`src/rtl/echo_capture.sv`:
```
// Echo sweep capture: blanks transmit ringing, then peak-decimates rectified samples
// into bins and streams one byte per bin to the write port of the 2k x 8 echo buffer.
module echo_capture #(
    parameter int unsigned DECIM = 4,
    parameter int unsigned BLANK = 16,
    parameter int unsigned BINS  = 2048
) (
    input  logic        clk,
    input  logic        resetn,
    input  logic        ping_start,
    input  logic        sample_valid,
    input  logic [11:0] sample,
    output logic        wr_ce,
    output logic [10:0] wr_addr,
    output logic [7:0]  wr_data,
    output logic        busy,
    output logic        frame_done,
    output logic        retrig_err
);

    localparam logic [7:0]  DecimLast = 8'(DECIM - 1);
    localparam logic [15:0] BlankLast = 16'((BLANK == 0) ? 0 : BLANK - 1);
    localparam logic [11:0] BinsEnd   = 12'(BINS);

    typedef enum logic [1:0] {
        StIdle,
        StBlank,
        StCapture,
        StDone
    } state_e;

    state_e      state_q, state_d;
    logic [15:0] blank_cnt_q, blank_cnt_d;
    logic [7:0]  decim_cnt_q, decim_cnt_d;
    logic [11:0] peak_q, peak_d;
    logic [11:0] bin_q, bin_d;
    logic        wr_ce_q, wr_ce_d;
    logic [10:0] wr_addr_q, wr_addr_d;
    logic [7:0]  wr_data_q, wr_data_d;
    logic        retrig_q, retrig_d;

    logic        sweep_end;
    logic        bin_last_sample;
    logic [11:0] peak_max;

    // bin_q reaches BINS only after the final bin's write has been issued.
    assign sweep_end       = (bin_q == BinsEnd);
    assign bin_last_sample = (decim_cnt_q == DecimLast);
    assign peak_max        = (sample > peak_q) ? sample : peak_q;

    // State register
    always_ff @(posedge clk or negedge resetn) begin
        if (!resetn) begin
            state_q <= StIdle;
        end else begin
            state_q <= state_d;
        end
    end

    // Next-state logic
    always_comb begin
        state_d = state_q;
        unique case (state_q)
            StIdle: begin
                if (ping_start) begin
                    state_d = (BLANK == 0) ? StCapture : StBlank;
                end
            end
            StBlank: begin
                if (sample_valid && (blank_cnt_q == BlankLast)) begin
                    state_d = StCapture;
                end
            end
            StCapture: begin
                if (sweep_end) begin
                    state_d = StDone;
                end
            end
            StDone: begin
                state_d = StIdle;
            end
            default: begin
                state_d = StIdle;
            end
        endcase
    end

    // State-decoded outputs
    always_comb begin
        busy       = 1'b0;
        frame_done = 1'b0;
        unique case (state_q)
            StIdle:    busy = 1'b0;
            StBlank:   busy = 1'b1;
            StCapture: busy = 1'b1;
            StDone: begin
                busy       = 1'b1;
                frame_done = 1'b1;
            end
            default:   busy = 1'b0;
        endcase
    end

    // Datapath next-state: counters, peak tracker and buffer write port
    always_comb begin
        blank_cnt_d = blank_cnt_q;
        decim_cnt_d = decim_cnt_q;
        peak_d      = peak_q;
        bin_d       = bin_q;
        wr_ce_d     = 1'b0;
        wr_addr_d   = wr_addr_q;
        wr_data_d   = wr_data_q;
        retrig_d    = retrig_q;

        if (ping_start) begin
            retrig_d = (state_q != StIdle);
        end

        unique case (state_q)
            StIdle: begin
                if (ping_start) begin
                    blank_cnt_d = '0;
                    decim_cnt_d = '0;
                    peak_d      = '0;
                    bin_d       = '0;
                end
            end
            StBlank: begin
                if (sample_valid) begin
                    blank_cnt_d = blank_cnt_q + 16'd1;
                end
            end
            StCapture: begin
                if (sample_valid && !sweep_end) begin
                    if (bin_last_sample) begin
                        // Restart the bin on this edge so a valid on the write cycle is kept.
                        wr_ce_d     = 1'b1;
                        wr_addr_d   = bin_q[10:0];
                        wr_data_d   = peak_max[11:4];
                        peak_d      = '0;
                        decim_cnt_d = '0;
                        bin_d       = bin_q + 12'd1;
                    end else begin
                        peak_d      = peak_max;
                        decim_cnt_d = decim_cnt_q + 8'd1;
                    end
                end
            end
            StDone: begin
                blank_cnt_d = blank_cnt_q;
            end
            default: begin
                blank_cnt_d = blank_cnt_q;
            end
        endcase
    end

    always_ff @(posedge clk or negedge resetn) begin
        if (!resetn) begin
            blank_cnt_q <= '0;
            decim_cnt_q <= '0;
            peak_q      <= '0;
            bin_q       <= '0;
            wr_ce_q     <= 1'b0;
            wr_addr_q   <= '0;
            wr_data_q   <= '0;
            retrig_q    <= 1'b0;
        end else begin
            blank_cnt_q <= blank_cnt_d;
            decim_cnt_q <= decim_cnt_d;
            peak_q      <= peak_d;
            bin_q       <= bin_d;
            wr_ce_q     <= wr_ce_d;
            wr_addr_q   <= wr_addr_d;
            wr_data_q   <= wr_data_d;
            retrig_q    <= retrig_d;
        end
    end

    assign wr_ce      = wr_ce_q;
    assign wr_addr    = wr_addr_q;
    assign wr_data    = wr_data_q;
    assign retrig_err = retrig_q;

endmodule
```
`config.mk`:
```
export PLATFORM = sky130hd
export DESIGN_NAME = echo_capture
export DESIGN_NICKNAME = d
export VERILOG_FILES = /design/src/rtl/echo_capture.sv
export SDC_FILE = /design/constraint.sdc
export NUM_CORES = 1
export LEC_CHECK = 0
export CORE_UTILIZATION = 40
export DETAILED_ROUTE_END_ITERATION = 8
export PLACE_DENSITY_LB_ADDON = 0.05
export SETUP_SLACK_MARGIN = 0.1
export SYNTH_ARGS = -nofsm -noshare
export SYNTH_HDL_FRONTEND = slang
export SYNTH_SLANG_ARGS = --single-unit
export TNS_END_PERCENT = 30
```
`constraint.sdc`:
```
create_clock -name clk -period 2.8 [get_ports clk]
set_input_delay 0.56 -clock clk [delete_from_list [all_inputs] [get_ports clk]]
set_output_delay 0.56 -clock clk [all_outputs]
set_load 0.02 [all_outputs]
```
==> run metrics <==
commonest non-fill, non-tap cell in the layout=dfrtp_1; Cell variety after synth=49; fin crit share=around 89%; routed vias=2834; largest net degree at the start of global routing=48; fin util=49.3%; startpoint type of the worst setup path=flip-flop; clock share of power=24.1%; syn_nets=around 400; Inst Count DP=516; Initial Util=approximately 41%; first-pass GRT wire length=~14 mm; Final WS setup=308 ps; DRT iter0 DRCs=105; Sequential Power Share=35.6%; nets=452; CTS buffer count=9; Final ANT Viol Nets=0; sw frac=37.2%; WP data required=approximately 3000 ps; Post CTS Setup Buffer Count=0; Cell Int Power=~2.4 mW; Post-Route Skew=13.8 ps; Clock transition at path regs=90 ps; Slew @ Worst Pin=745 ps; via/cell ratio=5.33; CTS tree=yes; Final Hold Fails=0; final wirelength=approximately 8.0 mm; Routed wire per std cell=around 15 um; port buffer count=38; GPL Wtd Cong=0.780; initial antenna violation count=0; CTS Buffer Depth=2; Post-DP HPWL=between 5 and 6 mm; maximum VDD drop=0.000610 V; CTS root buffer=clkbuf_8; Yosys warnings=0; Chip Width=99.1 um; average cell area after synthesis=10.3 um2; worst hold margin=222 ps; post-synthesis async set-or-reset flop share=100%; top cell type's share of synthesized area=47.1%; top_reg_cell synth=dfrtp_1; Finished Layout Cells=approximately 530; cell area after synthesis=approximately 0.0038 mm2; fin crit period=2490 ps; layout cells sized above 1=a little under an eighth; vias in the first global route=about 2800; Clock Sink Count=71; core area=0.00920 mm2; die height=99.1 um; cell count after synthesis=approximately 370; final setup violation count=0; reg2reg setup slack=310 ps; Static Leak=between 2 and 2.5 nW; DR pass1 iterations=4; post-synthesis sequential area ratio=47.1%; Crit. End Element=flip-flop; Remaining DRCs=0; Place WS=roughly 100 ps; H-tree levels=3; Comb pwr share=40.2%; CTS Hold Buffers Added=0; fmax=401 MHz; Synth area leader=dfrtp_1; Area contributors post-synth=dfrtp_1, ha_1, nor2_1; status=completed; EDFF count, synth=0; P&R area growth vs syn=20.2%; critical path class=reg2reg; maxcap violations=0; Die ar.=between 0.009 and 0.01 mm2; worst min-delay path class=in2async; total gr overflow=0; Sw Pwr=1.40 mW; RSZ-0062 raised after global routing=false; total inserted antenna cells=0; Rows=35; PD cells=slightly above 800 mW/mm2; setup TNS=0 ps; Yosys reg bits=71; clk_lat worst skew=340 ps; Final Max Tran Viols=0; Worst slew margin=50.2%; CP arrival=2710 ps; Crit Path Max Fanout=19; Total GRT Usage=17.7%; most frequent cells in the layout=dfrtp_1, nor2_1, clkdlybuf4s50_1; # resized after CTS=0; IO Pins=39
==> state kept, by name, summed over array words and instances, names as in the netlist, 2 cells and up <==
| register | flops |
|---|---|
| blank_cnt_q | 16 |
| bin_q | 12 |
| peak_q | 12 |
| wr_addr | 11 |
| decim_cnt_q | 8 |
| wr_data | 8 |
| state_q | 2 |
==> cells in the mapped netlist (3+ instances only) <==
library cell and number:
dfrtp_1 71, nor2_1 42, nand2_1 24, inv_1 22, ha_1 20, o21ai_0 17
a21oi_1 16, nand3_1 15, xnor2_1 14, a32o_1 12, nand4_1 12, and3_1 9
mux2_2 9, xor2_1 9, mux2i_1 8, and4_1 5, clkbuf_1 4, mux2_1 4
nor4_1 4, nor4_2 4, buf_6 3, nand2b_1 3, nor3_1 3, or3_1 3
==> kinds of logic after synthesis <==
kind of cell	Yosys count	synth area share [%]
buf+inv	33	4.14
fa+ha+maj	20	6.63
xor+xnor	23	5.34
flops	71	47.1
simple gates	137	19.8
compound gates	60	11.0
mux	21	6.00
==> routing by layer <==
| metal | up-vias | wire (um) | track usage (%) |
|---|---|---|---|
| met5 | - | 0 | 0 |
| met4 | 0 | 108 | 6.45 |
| met3 | 10 | 169 | 2.67 |
| met2 | 35 | 3670 | 28.3 |
| met1 | 1379 | 4030 | 24.4 |
| li1 | 1410 | - | - |
==> through the flow <==
step / power, mW / area, um2
after floorplan: 2.36 / 3770
after global placement: 2.87 / 4330
after detailed placement: 2.88 / 4330
after CTS: 3.81 / 4540
after global routing: 4.02 / 4540
final: 3.75 / 4540
==> power groups by stage <==
stage / combinational, mW / sequential, mW / clock (mW)
2_1_floorplan: 0.955 / 1.40 / 0
4_1_cts: 1.53 / 1.34 / 0.933
6_report: 1.51 / 1.34 / 0.905
3_3_place_gp: 1.51 / 1.36 / 0
5_1_grt: 1.68 / 1.37 / 0.969
3_5_place_dp: 1.52 / 1.36 / 0
==> layout make-up <==
cell class                 count  area (um2)
tap                          111         139
multi-input combinational    261        1840
clock inverter                 6        85.1
clock buffer                  10         128
sequential                    71        1780
timing repair buffer          51         485
inverter                      22        82.6
fill                         894        4660
==> worst paths after layout <==
kind                                     start  cells after the start              to
worst max-delay path            decim_cnt_q[0]                      6      wr_addr[8]
worst min-delay path                    resetn                      1       peak_q[3]
worst max register to register  decim_cnt_q[0]                      6      wr_addr[8]
worst min register to register     wr_addr[10]                      1     wr_addr[10]
max in group asynchronous               resetn                      2  blank_cnt_q[4]
min in group clk                   wr_addr[10]                      1     wr_addr[10]
==> critical path, stage by stage (launching register included) <==
cell and delay, ps:
dfrtp_1 390, ha_1 230, or4b_4 490, nor4_4 260, and4_1 370, buf_4 280, mux2_1 350
No activity file was read; power rests on OpenSTA's default activity.
